==> config.mk <==
export PLATFORM = sky130hd
export DESIGN_NAME = mem_stage
export DESIGN_NICKNAME = d
export VERILOG_FILES = /design/src/rtl/mem_stage.sv
export SDC_FILE = /design/constraint.sdc
export NUM_CORES = 1
export LEC_CHECK = 0
export CELL_PAD_IN_SITES_DETAIL_PLACEMENT = 0
export CELL_PAD_IN_SITES_GLOBAL_PLACEMENT = 1
export CORE_MARGIN = 8
export CORE_UTILIZATION = 27
export CTS_CLUSTER_SIZE = 12
export DETAILED_ROUTE_END_ITERATION = 12
export GPL_ROUTABILITY_DRIVEN = 0
export MAX_ROUTING_LAYER = met4
export PLACE_DENSITY = 0.82
export RECOVER_POWER = 25
export SYNTH_ARGS = -nofsm -noshare
export SYNTH_HDL_FRONTEND = slang
export SYNTH_SLANG_ARGS = --single-unit
==> constraint.sdc <==
create_clock -name clk -period 2.25 [get_ports clk]
set_input_delay 0.45 -clock clk [delete_from_list [all_inputs] [get_ports clk]]
set_output_delay 0.45 -clock clk [all_outputs]
set_load 0.01 [all_outputs]
==> src/rtl/mem_stage.sv <==
// Memory pipeline stage: registers the execute-stage bus and selects the write-back value (ALU result or load data).
// Optional macro MEM_RDATA_HOLD_EN keeps load data stable across write-back stalls.
module mem_stage #(
   parameter int EXE_TO_MEM_BUS_WD = 79,
   parameter int MEM_TO_WB_BUS_WD  = 70,
   parameter int MEM_TO_BY_BUS_WD  = 39
) (
   input  logic                         clk,
   input  logic                         reset,
   input  logic [EXE_TO_MEM_BUS_WD-1:0] EXE_to_MEM_bus,
   input  logic                         EXE_to_MEM_valid,
   output logic                         MEM_allow_in,
   input  logic                         WB_allow_in,
   output logic                         MEM_to_WB_valid,
   output logic [MEM_TO_WB_BUS_WD-1:0]  MEM_to_WB_bus,
   output logic [MEM_TO_BY_BUS_WD-1:0]  MEM_to_BY_bus,
   input  logic [31:0]                  data_ram_r_data
);

   // Handshake: an instruction moves on an edge where the sender's valid and the
   // receiver's allow_in are both high; allow_in opens when the stage is empty or draining.
   localparam logic MEM_READY_GO = 1'b1;

   logic                         mem_valid;
   logic [EXE_TO_MEM_BUS_WD-1:0] mem_bus_r;

   logic [2:0]  wdata_valid_stage;
   logic        rf_we;
   logic        sel_rf_w_data;
   logic        is_byte;
   logic [3:0]  byte_en;
   logic [4:0]  rf_waddr;
   logic [31:0] alu_result;
   logic [31:0] pc;
   logic [31:0] rdata_eff;
   logic [7:0]  byte_sel;
   logic [31:0] load_val;
   logic [31:0] rf_wdata;
   logic        mem_wdata_valid;
   logic        unused_stage_bit;

   assign MEM_allow_in    = ~mem_valid | (MEM_READY_GO & WB_allow_in);
   assign MEM_to_WB_valid = mem_valid & MEM_READY_GO;

   always_ff @(posedge clk) begin
      if (reset) begin
         mem_valid <= 1'b0;
         mem_bus_r <= '0;
      end else begin
         if (MEM_allow_in)
            mem_valid <= EXE_to_MEM_valid;
         if (EXE_to_MEM_valid & MEM_allow_in)
            mem_bus_r <= EXE_to_MEM_bus;
      end
   end

   assign {wdata_valid_stage, rf_we, sel_rf_w_data, is_byte, byte_en,
           rf_waddr, alu_result, pc} = mem_bus_r;
   assign unused_stage_bit = wdata_valid_stage[2];

`ifdef MEM_RDATA_HOLD_EN
   // The RAM is re-driven by the stalled execute stage, so the first-cycle data is captured here.
   logic [31:0] hold_data;
   logic        hold_valid;

   always_ff @(posedge clk) begin
      if (reset) begin
         hold_data  <= '0;
         hold_valid <= 1'b0;
      end else if (mem_valid & WB_allow_in) begin
         hold_valid <= 1'b0;
      end else if (mem_valid & ~hold_valid & ~WB_allow_in) begin
         hold_data  <= data_ram_r_data;
         hold_valid <= 1'b1;
      end
   end

   assign rdata_eff = hold_valid ? hold_data : data_ram_r_data;
`else
   assign rdata_eff = data_ram_r_data;
`endif

   always_comb begin
      byte_sel = 8'h00;
      case (byte_en)
         4'b0001: byte_sel = rdata_eff[7:0];
         4'b0010: byte_sel = rdata_eff[15:8];
         4'b0100: byte_sel = rdata_eff[23:16];
         4'b1000: byte_sel = rdata_eff[31:24];
         default: byte_sel = 8'h00;
      endcase
   end

   assign load_val = is_byte ? {{24{byte_sel[7]}}, byte_sel} : rdata_eff;
   assign rf_wdata = sel_rf_w_data ? load_val : alu_result;

   assign mem_wdata_valid = mem_valid & MEM_READY_GO &
                            (wdata_valid_stage[0] | wdata_valid_stage[1]);

   assign MEM_to_WB_bus = {rf_we, rf_waddr, rf_wdata, pc};
   assign MEM_to_BY_bus = {rf_waddr, rf_wdata, mem_wdata_valid, rf_we};

endmodule
==> results_dict.tcl <==
set metrics [dict create \
    clock_path_buffers 2 \
    crit_fanout 5 \
    fillCellCount 1473 \
    pin_count 226 \
    setup_viol 64 \
    end_kind "output port" \
    slowest_stage "dfxtp_4" \
    wire_per_inst_um 18.0 \
    worst_slack_ns -0.225 \
    ys_seq_area_share_pct 39.1 \
    grt_pass1_vias 4270 \
    cts_num_sinks 79 \
    grt_antenna_before_repair 1 \
    cts_tree "done" \
    vias 4138 \
    final_cell_mix "157 x nand2_1, 154 x clkdlybuf4s50_1, 80 x a21oi_1" \
    finalNetCount 782 \
    die_h_um 138 \
    place_hpwl_um 11400 \
    grtUsageTotal_pct 16.1 \
    detail_route.vias_per_cell 4.83 \
    syn_area_per_cell_sq_um 7.82 \
    overflow 0 \
    path_class "reg -> out" \
    clk_latency_ns 0.34 \
    status "complete, but fails checks" \
    skew_ns 0.00397 \
    period_share_pct 110 \
    ys_top_cells_by_area "dfxtp_1 39%, buf_4 15%, nand2_1 15%, a21oi_1 9.9%, a221o_1 6.7%" \
    combPwrFrac_pct 23.4 \
    fin_cells 857 \
    period_needed_ns 2.48 \
    relSlewSlack_pct 46.6 \
    slowest_delay_ns 0.36 \
    failed_checks "negative setup slack" \
    critPathLaunchType "register" \
    path_cells "buf_6 -> and3b_2 -> o21ai_4 -> a221oi_4 -> buf_6 -> buf_16 -> a221o_2 -> buf_6" \
    die_w_um 138 \
    cap_viol_max_count 0 \
    yosysTopAreaCellShare_pct 39.1 \
    fmax_mhz 404 \
    synth_area_sq_mm 0.00404 \
    final_cell_area_sq_mm 0.00632 \
    fp.dieArea_sq_mm 0.0191 \
    core_sq_mm 0.0146 \
    swShare_pct 26.1 \
    final_common_cell "nand2_1" \
    intPower_mw 2.96 \
    clkPwrFrac_pct 38.3 \
    syn_nets 632 \
    synth_cell_types 25 \
    placed_cell_area_sq_mm 0.00602 \
    grt_start_max_net_pins 48 \
    cp_top_family "compound AO/OA/AOI/OAI gates" \
    ys_ff_latch 79 \
    arrival_ns 2.03 \
    report.final.slew_viol_count 0 \
    synth_area_leader_cell "dfxtp_1" \
    cts_buffers 9 \
    cpMostUsedCell "buf_6" \
    start_util_pct 27.7 \
    hold_class "reg -> reg" \
    p_leak_nw 2.56 \
    cts_root_buf "clkbuf_16" \
    rsz0062_at_grt "true" \
    path_buf_inv 4 \
    hold_viol_final 0 \
    ys_warn_count 0 \
    htree_levels 3 \
    post-place-cells 832 \
    drt-initial-drc-count 172 \
    routed_wirelength_um 15400 \
    peakVddDrop_mv 0.274 \
    worstMarginPinSlew_ns 0.801 \
    grt_pass1_wl_um 24100 \
    area_growth_pct 56.2 \
    powerDensity_mw_per_mm2 634 \
    worstPathRequired_ns 1.80 \
    dr.pass1.iters 6 \
    io_buffers 224 \
    antenna_left 0 \
    rows 44 \
    power.switching_mw 1.04 \
    seqPwrFrac_pct 38.3 \
    synthCells 517 \
    drive_gt1_share_pct 21.3 \
    route.detailed.drc 0 \
    clk_pin_slew_ns 0.06 \
]
==> per-stage QoR <==
step | utilization [%] | power, mW | TNS, ns | hold slack, ns | worst slack [ns]
final | 43.3 | 4.01 | -10.76 | 0.450 | -0.225
after global routing | 43.3 | 4.20 | -15.46 | 0.474 | -0.288
after CTS | 42.7 | 4.07 | -12.53 | 0.455 | -0.244
after detailed placement | 41.2 | 2.56 | -39.75 | 0.447 | -0.736
after global placement | 41.2 | 2.55 | -39.80 | 0.441 | -0.728
after floorplan | - | 2.05 | 0 | 0.436 | 0.190
==> worst register-to-register path, cell delays in order (launching register included) <==
cell and delay (ns):
dfxtp_1 0.33, nand2b_1 0.16, and2_0 0.18, clkbuf_2 0.64
nand2_1 0.25, a21oi_1 0.17
==> cell families after synthesis <==
family / after synthesis / synth area share (%)
flip-flops: 79 / 39.1
AND/OR/NAND/NOR: 180 / 18.2
buffers and inverters: 119 / 19.5
AO/OA/AOI/OAI: 139 / 23.2
==> power by group through the flow <==
stage / Combinational (mW) / Sequential (mW) / Clock [mW]
finish: 0.936 / 1.54 / 1.53
CTS: 0.938 / 1.54 / 1.60
global placement: 0.985 / 1.56 / 0
detailed placement: 0.994 / 1.57 / 0
global route: 1.01 / 1.55 / 1.65
floorplan: 0.506 / 1.55 / 0
==> path summary, 6_finish.rpt <==
check / start / end / slack, ns / depth (start not counted)
max: mem_bus_r[72] / MEM_to_BY_bus[33] / -0.23 / 8
min: mem_bus_r[11] / mem_bus_r[11] / 0.45 / 2
max reg2reg: MEM_to_WB_valid / mem_bus_r[45] / 0.46 / 5
min reg2reg: mem_bus_r[11] / mem_bus_r[11] / 0.45 / 2
==> repair_timing <==
item,in CTS,in global routing
cloned,2,1
gates resized for setup,297,18
hold buffers,0,0
setup endpoints to repair,64,64
buffers inserted,4,1
pin swaps,13,12
==> area by class of cell <==
class | count | area (sq um) | area share [%]
Timing Repair Buffer | 256 | 2400 | 38.0
Antenna cell | 1 | 2.50 | 0.0396
Clock inverter | 4 | 70.1 | 1.11
Sequential cell | 79 | 1600 | 25.3
Clock buffer | 12 | 236 | 3.74
Multi-Input combinational cell | 319 | 1770 | 28.0
Inverter | 2 | 7.51 | 0.119
Tap cell | 184 | 230 | 3.65
==> registers in the layout, indices dropped and copies added (netlist names) <==
register,flops
mem_bus_r,78
MEM_to_WB_valid,1
==> routing by layer <==
metal  up-vias  part of all wire, %  global-route usage [%]
li1       1984                    -                       -
met1      1929                   42                    18.3
met2       202                   48                    26.1
met3        23                  7.9                    4.90
met4         0                  2.1                    6.01
met5         -                    0                       -
==> synthesized netlist by cell type <==
library cell	instances
nor2b_1	4
and3b_1	2
buf_2	3
dfxtp_1	79
inv_1	2
a221o_2	5
o21a_1	1
a21oi_1	80
buf_4	81
a221oi_4	1
nand2b_1	1
a221o_1	27
nor2_1	3
buf_1	9
clkbuf_1	18
and3b_2	2
o22ai_1	7
dlygate4sd1_1	4
o21ai_1	2
o21ai_2	2
and2_1	8
a22oi_1	14
nand2_1	158
or2_2	2
buf_6	2
(Power assumes the default switching activity.)
